## src/rtl/video_out_align_if.sv

```systemverilog
// Video output alignment bus: raster timing and pixel FIFO read port towards
// the aligner, aligned pixel stream, syncs and underflow count back out.
interface video_out_align_if #(
    parameter int DATA_W = 8
);
    logic              clk_en;
    logic [11:0]       h_pos;
    logic [11:0]       v_pos;
    logic              pixel_en;
    logic              h_sync;
    logic              v_sync;
    logic              c_sync;
    logic              h_blank;
    logic              v_blank;
    logic              pixel_rd_valid;
    logic [DATA_W-1:0] y_in;
    logic [DATA_W-1:0] u_in;
    logic [DATA_W-1:0] v_in;
    logic              pixel_rd_en;
    logic [DATA_W-1:0] y;
    logic [DATA_W-1:0] u;
    logic [DATA_W-1:0] v;
    logic              h_sync_out;
    logic              v_sync_out;
    logic              c_sync_out;
    logic              de;
    logic [15:0]       underflow_cnt;

    modport master (
        output clk_en, h_pos, v_pos, pixel_en, h_sync, v_sync, c_sync,
               h_blank, v_blank, pixel_rd_valid, y_in, u_in, v_in,
        input  pixel_rd_en, y, u, v, h_sync_out, v_sync_out, c_sync_out,
               de, underflow_cnt
    );

    modport slave (
        input  clk_en, h_pos, v_pos, pixel_en, h_sync, v_sync, c_sync,
               h_blank, v_blank, pixel_rd_valid, y_in, u_in, v_in,
        output pixel_rd_en, y, u, v, h_sync_out, v_sync_out, c_sync_out,
               de, underflow_cnt
    );
endinterface

```

## src/rtl/video_out_align.sv

```systemverilog
// Video output alignment: pulls pixels from the FIFO in step with the sync
// generator and presents pixel, syncs and data enable two dot enables later.
// A starved FIFO blanks the rest of the frame to black; missed pixels are
// counted (saturating) and reading restarts at the next frame start.
module video_out_align #(
    parameter int                DATA_W  = 8,
    parameter logic [DATA_W-1:0] BLACK_Y = 8'd16,
    parameter logic [DATA_W-1:0] BLACK_C = 8'd128
) (
    input  logic             clk,
    input  logic             rst,
    video_out_align_if.slave bus
);
    typedef enum logic [1:0] {IDLE, RUN, UNDERRUN} state_t;

    state_t            state_q;
    state_t            state_d;
    logic              pix;
    logic              fs;
    logic              run_px;
    logic              rd_en;
    logic              miss;
    logic              hs_p1, vs_p1, cs_p1, vld_p1, rd_p1;
    logic              rd_pend;
    logic [DATA_W-1:0] y_hold, u_hold, v_hold;
    logic              hs_p2, vs_p2, cs_p2, vld_p2;
    logic [DATA_W-1:0] y_p2, u_p2, v_p2;
    logic [15:0]       underflow_q;

    function automatic logic [15:0] sat_inc(input logic [15:0] c);
        return (c == 16'hFFFF) ? c : c + 16'd1;
    endfunction

    // Dot qualifiers: a visible dot on this enable, and the frame-start dot.
    always_comb begin
        pix = bus.clk_en & bus.pixel_en;
        fs  = pix & (bus.h_pos == 12'd0) & (bus.v_pos == 12'd0);
    end

    // Next state plus read/miss decision; outside RUN only the frame-start dot is a run dot.
    always_comb begin
        state_d = state_q;
        rd_en   = 1'b0;
        miss    = 1'b0;
        run_px  = (state_q == RUN) ? pix : fs;
        if (run_px) begin
            if (bus.pixel_rd_valid) begin
                rd_en   = 1'b1;
                state_d = RUN;
            end else begin
                miss    = 1'b1;
                state_d = UNDERRUN;
            end
        end else if (pix && (state_q == UNDERRUN)) begin
            miss = 1'b1;
        end
    end

    assign bus.pixel_rd_en = rd_en & rst;

    // State register; state_d already holds when clk_en is low.
    always_ff @(posedge clk) begin
        if (!rst) state_q <= IDLE;
        else      state_q <= state_d;
    end

    // Saturating count of visible pixels that got no FIFO data.
    always_ff @(posedge clk) begin
        if (!rst)      underflow_q <= 16'd0;
        else if (miss) underflow_q <= sat_inc(underflow_q);
    end

    // Stage 1: syncs, data enable and read flag of the current dot.
    always_ff @(posedge clk) begin
        if (!rst) begin
            hs_p1  <= 1'b0;
            vs_p1  <= 1'b0;
            cs_p1  <= 1'b0;
            vld_p1 <= 1'b0;
            rd_p1  <= 1'b0;
        end else if (bus.clk_en) begin
            hs_p1  <= bus.h_sync;
            vs_p1  <= bus.v_sync;
            cs_p1  <= bus.c_sync;
            vld_p1 <= bus.pixel_en;
            rd_p1  <= bus.pixel_rd_en;
        end
    end

    // FIFO data arrives one clk after the strobe; flag that clk.
    always_ff @(posedge clk) begin
        if (!rst) rd_pend <= 1'b0;
        else      rd_pend <= bus.pixel_rd_en;
    end

    // Keep the read data for when clk_en was low on the arrival clk.
    always_ff @(posedge clk) begin
        if (rd_pend) begin
            y_hold <= bus.y_in;
            u_hold <= bus.u_in;
            v_hold <= bus.v_in;
        end
    end

    // Stage 2: shift syncs out and pick FIFO data (live or held) or black.
    always_ff @(posedge clk) begin
        if (!rst) begin
            hs_p2  <= 1'b0;
            vs_p2  <= 1'b0;
            cs_p2  <= 1'b0;
            vld_p2 <= 1'b0;
            y_p2   <= BLACK_Y;
            u_p2   <= BLACK_C;
            v_p2   <= BLACK_C;
        end else if (bus.clk_en) begin
            hs_p2  <= hs_p1;
            vs_p2  <= vs_p1;
            cs_p2  <= cs_p1;
            vld_p2 <= vld_p1;
            if (rd_p1) begin
                y_p2 <= rd_pend ? bus.y_in : y_hold;
                u_p2 <= rd_pend ? bus.u_in : u_hold;
                v_p2 <= rd_pend ? bus.v_in : v_hold;
            end else begin
                y_p2 <= BLACK_Y;
                u_p2 <= BLACK_C;
                v_p2 <= BLACK_C;
            end
        end
    end

    assign bus.h_sync_out    = hs_p2;
    assign bus.v_sync_out    = vs_p2;
    assign bus.c_sync_out    = cs_p2;
    assign bus.de            = vld_p2;
    assign bus.y             = y_p2;
    assign bus.u             = u_p2;
    assign bus.v             = v_p2;
    assign bus.underflow_cnt = underflow_q;
endmodule

```

## src/flat_wrapper.sv

```systemverilog
// flat-port wrapper written by rule: the top's interface ports become plain ports
module video_out_align_flat 
#(
    parameter int                DATA_W  = 8,
    parameter logic [DATA_W-1:0] BLACK_Y = 8'd16,
    parameter logic [DATA_W-1:0] BLACK_C = 8'd128
)
  (clk, rst, bus_clk_en, bus_h_pos, bus_v_pos, bus_pixel_en, bus_h_sync, bus_v_sync, bus_c_sync, bus_h_blank, bus_v_blank, bus_pixel_rd_valid, bus_y_in, bus_u_in, bus_v_in, bus_pixel_rd_en, bus_y, bus_u, bus_v, bus_h_sync_out, bus_v_sync_out, bus_c_sync_out, bus_de, bus_underflow_cnt);
  video_out_align_if #(.DATA_W(DATA_W)) bus_i ();
  input  logic clk;
  input  logic rst;
  input wire logic [$bits(bus_i.clk_en)-1:0] bus_clk_en;
  input wire logic [$bits(bus_i.h_pos)-1:0] bus_h_pos;
  input wire logic [$bits(bus_i.v_pos)-1:0] bus_v_pos;
  input wire logic [$bits(bus_i.pixel_en)-1:0] bus_pixel_en;
  input wire logic [$bits(bus_i.h_sync)-1:0] bus_h_sync;
  input wire logic [$bits(bus_i.v_sync)-1:0] bus_v_sync;
  input wire logic [$bits(bus_i.c_sync)-1:0] bus_c_sync;
  input wire logic [$bits(bus_i.h_blank)-1:0] bus_h_blank;
  input wire logic [$bits(bus_i.v_blank)-1:0] bus_v_blank;
  input wire logic [$bits(bus_i.pixel_rd_valid)-1:0] bus_pixel_rd_valid;
  input wire logic [$bits(bus_i.y_in)-1:0] bus_y_in;
  input wire logic [$bits(bus_i.u_in)-1:0] bus_u_in;
  input wire logic [$bits(bus_i.v_in)-1:0] bus_v_in;
  output wire logic [$bits(bus_i.pixel_rd_en)-1:0] bus_pixel_rd_en;
  output wire logic [$bits(bus_i.y)-1:0] bus_y;
  output wire logic [$bits(bus_i.u)-1:0] bus_u;
  output wire logic [$bits(bus_i.v)-1:0] bus_v;
  output wire logic [$bits(bus_i.h_sync_out)-1:0] bus_h_sync_out;
  output wire logic [$bits(bus_i.v_sync_out)-1:0] bus_v_sync_out;
  output wire logic [$bits(bus_i.c_sync_out)-1:0] bus_c_sync_out;
  output wire logic [$bits(bus_i.de)-1:0] bus_de;
  output wire logic [$bits(bus_i.underflow_cnt)-1:0] bus_underflow_cnt;
  assign bus_i.clk_en = bus_clk_en;
  assign bus_i.h_pos = bus_h_pos;
  assign bus_i.v_pos = bus_v_pos;
  assign bus_i.pixel_en = bus_pixel_en;
  assign bus_i.h_sync = bus_h_sync;
  assign bus_i.v_sync = bus_v_sync;
  assign bus_i.c_sync = bus_c_sync;
  assign bus_i.h_blank = bus_h_blank;
  assign bus_i.v_blank = bus_v_blank;
  assign bus_i.pixel_rd_valid = bus_pixel_rd_valid;
  assign bus_i.y_in = bus_y_in;
  assign bus_i.u_in = bus_u_in;
  assign bus_i.v_in = bus_v_in;
  assign bus_pixel_rd_en = bus_i.pixel_rd_en;
  assign bus_y = bus_i.y;
  assign bus_u = bus_i.u;
  assign bus_v = bus_i.v;
  assign bus_h_sync_out = bus_i.h_sync_out;
  assign bus_v_sync_out = bus_i.v_sync_out;
  assign bus_c_sync_out = bus_i.c_sync_out;
  assign bus_de = bus_i.de;
  assign bus_underflow_cnt = bus_i.underflow_cnt;
  video_out_align #(.DATA_W(DATA_W), .BLACK_Y(BLACK_Y), .BLACK_C(BLACK_C)) u_core (.clk(clk), .rst(rst), .bus(bus_i));
endmodule
```

## config.mk

```make
export PLATFORM = sky130hd
export DESIGN_NAME = video_out_align_flat
export DESIGN_NICKNAME = d
export VERILOG_FILES = /design/src/rtl/video_out_align_if.sv /design/src/rtl/video_out_align.sv /design/src/flat_wrapper.sv
export SDC_FILE = /design/constraint.sdc
export NUM_CORES = 1
export LEC_CHECK = 0
export BUFFER_PORTS_ARGS = -buffer_cell sky130_fd_sc_hd__buf_2
export CORE_MARGIN = 1.5
export CORE_UTILIZATION = 29
export CTS_CLUSTER_SIZE = 16
export DETAILED_ROUTE_END_ITERATION = 10
export PLACE_DENSITY = 0.62
export SYNTH_ARGS = -nofsm -noshare
export SYNTH_HDL_FRONTEND = slang
export SYNTH_SLANG_ARGS = --single-unit
```

## constraint.sdc

```tcl
create_clock -name clk -period 2.2 [get_ports clk]
set_input_delay 0.44 -clock clk [delete_from_list [all_inputs] [get_ports clk]]
set_output_delay 0.44 -clock clk [all_outputs]
set_load 0.005 [all_outputs]
```

==> impl_results.md, run 1 <==
- Fin cells: 567
- Post-route setup TNS: -0.1424 ns
- Syn avg cell area: 10.00 µm²
- First-pass GRT wire length: 12,390 µm
- Post-cts hold buffer count: 0
- Synth Net Count: roughly 370
- Hold_sp: bus_u_in[4]
- Worst-path clk slew: 0.08 ns
- Area added between synthesis and finish: 36.92%
- Prevailing post-synth register cell: dfxtp_1
- Fmax achieved: 438.0 MHz
- Critical Path RT: 1.76 ns
- Cells after DPL: about 540
- Vias in the first global route: 2,640
- Critical path type: primary input to primary output
- Yosys warnings: 0
- Die H: 106.4 µm
- Layout Utilization: 40.94%
- Yosys top cell by area: dfxtp_1
- Max_cap viols: 0
- Fill cells: 1,024
- Total grt overflow: 0
- Clock share of power: around two fifths
- Switching pwr: just under 600 µW
- Antenna violations before repair: 1
- Final setup vio count: 6
- WP data arrival: 1.84 ns
- Tot GR Track Use: 13.65%
- #FFs+latches synth: 76
- Row cnt: 37
- Die W: 106.4 µm
- Status: complete, but fails checks
- VDD IR-drop max: 0.0004119 V
- Final Max Tran Viols: 0
- Rel. slew slack: 63.08%
- Post-synth top cells: dfxtp_1 (76), nand2b_1 (30), nand3_1 (29)
- DIE AREA: 11,320 µm²
- Int Power: 1.985 mW
- Worst Clk Skew: 0.005230 ns
- # diodes: 0
- Ys async rst share: 0%
- Initial core utilization: approximately 30%
- Final #Nets: 486
- Root buffer cell: clkbuf_8
- Final total power: 2.579 mW
- Layout cell share with drive strength beyond 1: 42.00%
- RSZ-0062 raised after global routing: yes
- Number of remaining DRC errors: 0
- Top cells by area, synth: dfxtp_1 (49%), mux2_2 (8.7%), nand2b_1 (6.1%), a21boi_0 (5.6%), nand3_1 (4.7%)
- Comb pwr share: roughly 5.6%
- Crit Reg-Reg Endpoint: u_core.bus.underflow_cnt[3]
- Worst Tran Pin Value: 0.5537 ns
- Cell with the most instances after synthesis: dfxtp_1
- 1st-pass router iterations: 4
- Flop pwr share: 54.1%
- EDFF count, synth: 0
- Hold Crit Endpoint: u_core.u_hold[4]
- Ports: between 100 and 150
- Final Hold Vio Count: 0
- Worst Hold Class: primary input to flop
- DP Area: 3807 µm²
- Via count: 2,755
- Post-route cell area: 4245 µm²
- CTS H-tree depth: 3
- Vias/cell: 4.859
- Minimum clock period: 2.283 ns
- Synth Cell Area: 3100 µm²
- Detailed Route WL: 7646 µm
- Post-route ant nets: 0
- Worst Hold Path Cells: 2
- R2R cell count: 8
- Post-synthesis sequential area ratio: 49.07%
- CTS tree: done
- Crit start category: primary input
- Final WS setup: -0.08291 ns
- Worst reg2reg path startpoint: u_core.state_q[1]
- Worst skew pair latency: between 0.3 and 0.4 ns
- Initial DRC count: 105
- Crit path max fanout: 2
- Number of distinct library cells after synthesis: 41
- Period utilization: 103.8%
- Largest net degree at the start of global routing: 60
- Crit path capture type: primary output
- Synth top area share: approximately half
- Mapped Cells: 310
- CTS Buf Count: 9
- Clock Tree Buf Depth: 2
- CTS sink count: 76
- Violated checks: setup timing
- Avg WL per Cell: between 10 and 15 µm
- Static leakage: 1.728 nW
- PortBufs: 100
- Sw frac: 23.04%
- DP Wirelength: 4749 µm
- PD cells: 607.5 nW/µm²
- Register-to-Register Setup Slack: 0.31 ns
- Gpl congestion: slightly below 0.8
- CORE AREA: 10,370 µm²
## stage by stage
| step | hold WS [ns] | setup slack, ns |
|---|---|---|
| after floorplan | 0.4513 | -0.03372 |
| after global placement | 0.4559 | -0.2612 |
| final | 0.3406 | -0.08291 |
| after detailed placement | 0.4610 | -0.2725 |
| after global routing | 0.3243 | -0.1629 |
| after CTS | 0.3131 | -0.08113 |
## power groups by stage
stage          clock [mW]  combinational [mW]  sequential [mW]
2_1_floorplan           0              0.0641             1.43
3_3_place_gp            0               0.133             1.43
3_5_place_dp            0               0.136             1.43
4_1_cts              1.09               0.143             1.40
5_1_grt              1.14               0.159             1.40
6_report             1.04               0.143             1.39
## critical path, cell delays in order
cell,delay [ns]
buf_2,0.10
nor4_2,0.25
nand2_1,0.12
or3_4,0.39
buf_6,0.12
a21o_1,0.19
nor2_2,0.11
buf_2,0.12
## cell usage in the layout, fill, tap and decap left out, types with 4 or more instances in the layout
cell	Yosys	layout
o21ai_0	4	4
buf_6	2	7
o31ai_1	6	5
mux2i_1	11	11
nor4_2	1	6
a21boi_1	5	5
buf_2	1	96
nand3_1	29	29
or4_1	5	4
dfxtp_1	76	76
nor2b_1	7	7
nand2_1	19	19
nand2b_1	30	30
buf_4	0	21
mux2_2	24	24
nor2_1	6	5
a21boi_0	23	23
clkbuf_8	0	9
## logic make-up (layout without fill, tap and decap cells)
kind of cell               after synthesis  count (layout)  synth area share, %
muxes                                   35              35                12.27
adders and majority gates                1               1               0.4035
DFF                                     76              76                49.07
buffers and inverters                   24             145                3.430
AOI/OAI and AO/OA                       56              56                13.48
and+or+nand+nor                        118             118                21.35
## final cells by class
class	instances	area, µm²	area share, %
Sequential cell	76	1521	35.84
Inverter	2	7.507	0.1768
Timing Repair Buffer	128	802.0	18.89
Clock inverter	6	66.31	1.562
Tap cell	136	170.2	4.008
Clock buffer	9	123.9	2.918
Multi-Input combinational cell	210	1554	36.60
## worst max path at each step
stage | start | to | slack [ns] | cells past startpoint
floorplan | bus_h_pos[4] | u_core.bus.underflow_cnt[10] | -0.03 | 7
global placement | bus_h_pos[4] | u_core.bus.underflow_cnt[10] | -0.26 | 8
detailed placement | bus_h_pos[4] | u_core.bus.underflow_cnt[10] | -0.27 | 8
CTS | bus_v_pos[10] | bus_pixel_rd_en | -0.08 | 8
global route | bus_h_pos[11] | bus_pixel_rd_en | -0.16 | 8
finish | bus_h_pos[5] | bus_pixel_rd_en | -0.08 | 8
## registers in the layout, summed over array words and instances (netlist names), 2 cells and up
signal and count:
u_core.bus.underflow_cnt 16, u_core.bus.u 8, u_core.bus.v 8, u_core.bus.y 8, u_core.u_hold 8, u_core.v_hold 8, u_core.y_hold 8, u_core.state_q 2
## layer usage
metal	track usage, %	part of all wire [%]	vias up
met5	0	0	-
met4	5.116	1.3	0
met3	4.231	6.3	11
met2	22.67	47	88
met1	16.49	46	1312
li1	-	-	1344
## repair_timing
item | 4_1_cts | 5_1_grt
gates cloned | 0 | 2
gates resized for setup | 7 | 8
setup buffers | 13 | 5
pin swaps | 7 | 6
endpoints found under the setup margin | 1 | 17
Power figures use the tool's default switching activity.
==> run 2: changes to the inputs <==
--- a/config.mk
+++ b/config.mk
@@ -5,12 +5,15 @@
 export SDC_FILE = /design/constraint.sdc
 export NUM_CORES = 1
 export LEC_CHECK = 0
+export ABC_AREA = 1
 export BUFFER_PORTS_ARGS = -buffer_cell sky130_fd_sc_hd__buf_2
+export CELL_PAD_IN_SITES_DETAIL_PLACEMENT = 1
+export CELL_PAD_IN_SITES_GLOBAL_PLACEMENT = 1
 export CORE_MARGIN = 1.5
 export CORE_UTILIZATION = 29
 export CTS_CLUSTER_SIZE = 16
 export DETAILED_ROUTE_END_ITERATION = 10
-export PLACE_DENSITY = 0.62
+export PLACE_DENSITY = 0.78
 export SYNTH_ARGS = -nofsm -noshare
 export SYNTH_HDL_FRONTEND = slang
 export SYNTH_SLANG_ARGS = --single-unit
==> run 2 against run 1 <==
Compared with the run above: the flow now finishes without violations; hold slack worse by 0.011 ns; sequential cell count stayed put; via count is 5.1% higher; first-iteration DRC count is 19% lower; largest power group unchanged; clock power is 8% higher; clock skew is 0.0024 ns higher; critical path depth is 2 lower; maximum frequency is 21% higher; clock-buffer cell count is 2 higher.
==> impl_results.md, run 2 <==
- Flop pwr share: 53.1% (-1.0 points)
- Hold Crit Endpoint: u_core.cs_p1
- Comb pwr share: 4.5% (-1.1 points)
- Yosys top cell by area: dfxtp_1
- Avg WL per Cell: 13.44 µm (-0.34%)
- Register area: 1521 µm² (unchanged)
- Int Power: 2.037 mW (+2.6%)
- Post-route setup TNS: 0 ns (+0.1424 ns)
- WL met2: 4191 µm (+18%)
- Critical Path RT: 1.76 ns (about the same)
- Met1 Routed Length: 3648 µm (+4.2%)
- EDFF count, synth: 0 (unchanged)
- Post-cts hold buffer count: 0 (unchanged)
- Switching pwr: 597.4 µW (+0.53%)
- Post-synthesis sequential area ratio: 49.21% (+0.14 points)
- PortBufs: 100 (unchanged)
- Cell with the most instances after synthesis: nand2_1
- CTS H-tree depth: 3 (unchanged)
- Via count: 2,895 (+5.1%)
- Top cells by area, synth: dfxtp_1 (49%), nand2_1 (12%), mux2_2 (8.7%), nor2_1 (5.6%), a21oi_1 (5.2%)
- Critical path type: flop to primary output
- Synth Cell Area: 3092 µm² (-0.28%)
- Worst skew pair latency: 0.35 ns (about the same)
- WP data arrival: 1.45 ns (-0.39 ns)
- Layout Utilization: 38.42% (-2.5 points)
- Final Max Tran Viols: 0 (unchanged)
- # diodes: 0 (unchanged)
- Final total power: 2.635 mW (+2.2%)
- Register-to-Register Setup Slack: 0.33 ns (+0.02 ns)
- Area added between synthesis and finish: 28.29%
- #FFs+latches synth: 76 (unchanged)
- Total grt overflow: 0 (unchanged)
- Root buffer cell: clkbuf_8
- Most common cell after layout, fill and taps aside: buf_2
- Setup bufs post-CTS: 0 (-13)
- First-pass GRT wire length: 13,770 µm (+11%)
- DIE AREA: 11,290 µm² (-0.28%)
- Hold_sp: bus_c_sync
- Max_cap viols: 0 (unchanged)
- Worst Clk Skew: 0.007657 ns (+0.002427 ns)
- Crit Reg-Reg Endpoint: u_core.bus.underflow_cnt[2]
- Row cnt: 37 (unchanged)
- Fmax achieved: 529.2 MHz (+21%)
- Worst reg2reg path startpoint: u_core.bus.underflow_cnt[5]
- Worst-path clk slew: 0.08 ns (about the same)
- Final #Nets: 540 (+11%)
- Max FFs per register: 16 (unchanged)
- Clock Tree Buf Depth: 2 (unchanged)
- Mapped Cells: 379 (+22%)
- Minimum clock period: 1.890 ns (-0.3931 ns)
- Syn avg cell area: 8.158 µm² (-18%)
- Die H: 106.3 µm (-0.14%)
- Crit path max fanout: 2 (unchanged)
- # resized after CTS: 0 (-7)
- DP Wirelength: 6163 µm (+30%)
- Detailed Route WL: 8359 µm (+9.3%)
- Gpl congestion: 0.7920 (+2.9%)
- Number of remaining DRC errors: 0 (unchanged)
- Vias in the first global route: 2,963 (+12%)
- Yosys warnings: 0 (unchanged)
- Synth top area share: 49.21% (+0.14 points)
- Die W: 106.3 µm (-0.14%)
- Most frequent cells in the layout: buf_2 (100), nand2_1 (97), dfxtp_1 (76), nor2_1 (46), a21oi_1 (32)
- Worst Hold Path Cells: 3 (+1)
- Tot GR Track Use: 15.49% (+1.8 points)
- VDD IR-drop max: 0.0003221 V (-22%)
- Vias/cell: 4.654 (-4.2%)
- CTS Buf Count: 9 (unchanged)
- Rel. slew slack: 67.80% (+4.7 points)
- PD cells: 664.3 nW/µm² (+9.3%)
- Antenna violations before repair: 0 (-1)
- CTS sink count: 76 (unchanged)
- Layout cell share with drive strength beyond 1: 33.33% (-8.7 points)
- Initial core utilization: 29.95% (+0.049 points)
- Top layer in use: met4
- Initial DRC count: 85 (-19%)
- Status: completed
- Crit path capture type: primary output
- Synth Net Count: 438 (+19%)
- CTS tree: done
- Ports: 103 (unchanged)
- Sw frac: 22.67% (-0.37 points)
- Number of distinct library cells after synthesis: 22 (-46%)
- Static leakage: 1.720 nW (-0.46%)
- Worst Tran Pin Value: 0.4830 ns (-0.07071 ns)
- Worst Hold Class: primary input to flop
- Ys async rst share: 0% (unchanged)
- 1st-pass router iterations: 4 (unchanged)
- CORE AREA: 10,320 µm² (-0.45%)
- Hold WS: 0.3295 ns (-0.01117 ns)
- Final Hold Vio Count: 0 (unchanged)
- Post-synth top cells: nand2_1 (97), dfxtp_1 (76), nor2_1 (46)
- Multi-input logic area: 1413 µm² (-9.1%)
- Period utilization: 85.90% (-18 points)
- Met3 WL: 413 µm (-15%)
- Clock share of power: 42.4% (+2.0 points)
- Prevailing post-synth register cell: dfxtp_1
- R2R cell count: 8 (unchanged)
- Final setup vio count: 0 (-6)
- Post-route ant nets: 0 (unchanged)
- RSZ-0062 raised after global routing: no
- Crit start category: flop
- Largest net degree at the start of global routing: 40 (-33%)
- Fill cells: 1,306 (+28%)
==> run 2: changes by cell type after synthesis, moves of 9 or more <==
cell,before,now
nand2_1,19,97
nor2_1,6,46
a21oi_1,1,32
nand2b_1,30,0
a21boi_0,23,0
nand3_1,29,9
inv_1,2,20
nand4_1,3,17
mux2i_1,11,0
xor2_1,0,10
nor4_1,10,1
==> run 2: logic make-up after synthesis <==
| family | count (synthesis) | share of synthesized area, % |
|---|---|---|
| AO/OA/AOI/OAI | 51 | 9.227 |
| XOR/XNOR | 10 | 2.833 |
| adder cells (fa/ha/maj) | 1 | 0.4046 |
| buffers and inverters | 39 | 5.099 |
| flip-flops | 76 | 49.21 |
| multiplexers | 24 | 8.741 |
| AND/OR/NAND/NOR | 178 | 24.48 |
==> run 2: layout make-up <==
class | instances | share of cell area, %
clock buffer | 11 | 3.817
clock inverter | 5 | 1.514
inverter | 20 | 1.893
multi-input combinational | 264 | 35.62
sequential | 76 | 38.36
tap | 136 | 4.290
timing repair buffer | 110 | 14.51
==> run 2: routing by layer <==
| metal | up-vias | global-route usage [%] |
|---|---|---|
| met5 | - | 0 |
| met4 | 0 | 5.116 |
| met3 | 10 | 3.985 |
| met2 | 70 | 28.06 |
| met1 | 1368 | 17.55 |
| li1 | 1447 | - |
==> run 2: power by group through the flow <==
stage,clock [mW],combinational [mW],sequential [mW]
3_3_place_gp,0,0.115,1.43
5_1_grt,1.21,0.135,1.40
2_1_floorplan,0,0.0495,1.43
4_1_cts,1.16,0.122,1.40
6_report,1.12,0.119,1.40
3_5_place_dp,0,0.122,1.43
==> run 2: how the worst max path moves through the flow <==
stage,start,endpoint,slack (ns),cells past startpoint
global route,u_core.bus.underflow_cnt[5],u_core.bus.underflow_cnt[2],0.13,8
CTS,u_core.state_q[0],bus_pixel_rd_en,0.22,6
global placement,bus_v_pos[9],bus_pixel_rd_en,0.28,9
floorplan,bus_v_pos[11],bus_pixel_rd_en,0.52,8
finish,u_core.state_q[0],bus_pixel_rd_en,0.31,6
detailed placement,bus_v_pos[11],u_core.bus.underflow_cnt[2],0.22,11
==> run 2: per-stage QoR <==
step	setup slack (ns)	cells	area [µm²]
after floorplan	0.5194	379	3092
after global placement	0.2771	606	3755
after detailed placement	0.2240	606	3755
after CTS	0.2225	622	3966
after global routing	0.1338	622	3966
final	0.3102	622	3966
==> run 2: critical path: stages, from the launching register on <==
cell and delay [ns]:
dfxtp_1 0.34, inv_1 0.06, or2_0 0.20, nand2_1 0.09, nand3_1 0.09, nor2_1 0.18, buf_2 0.15
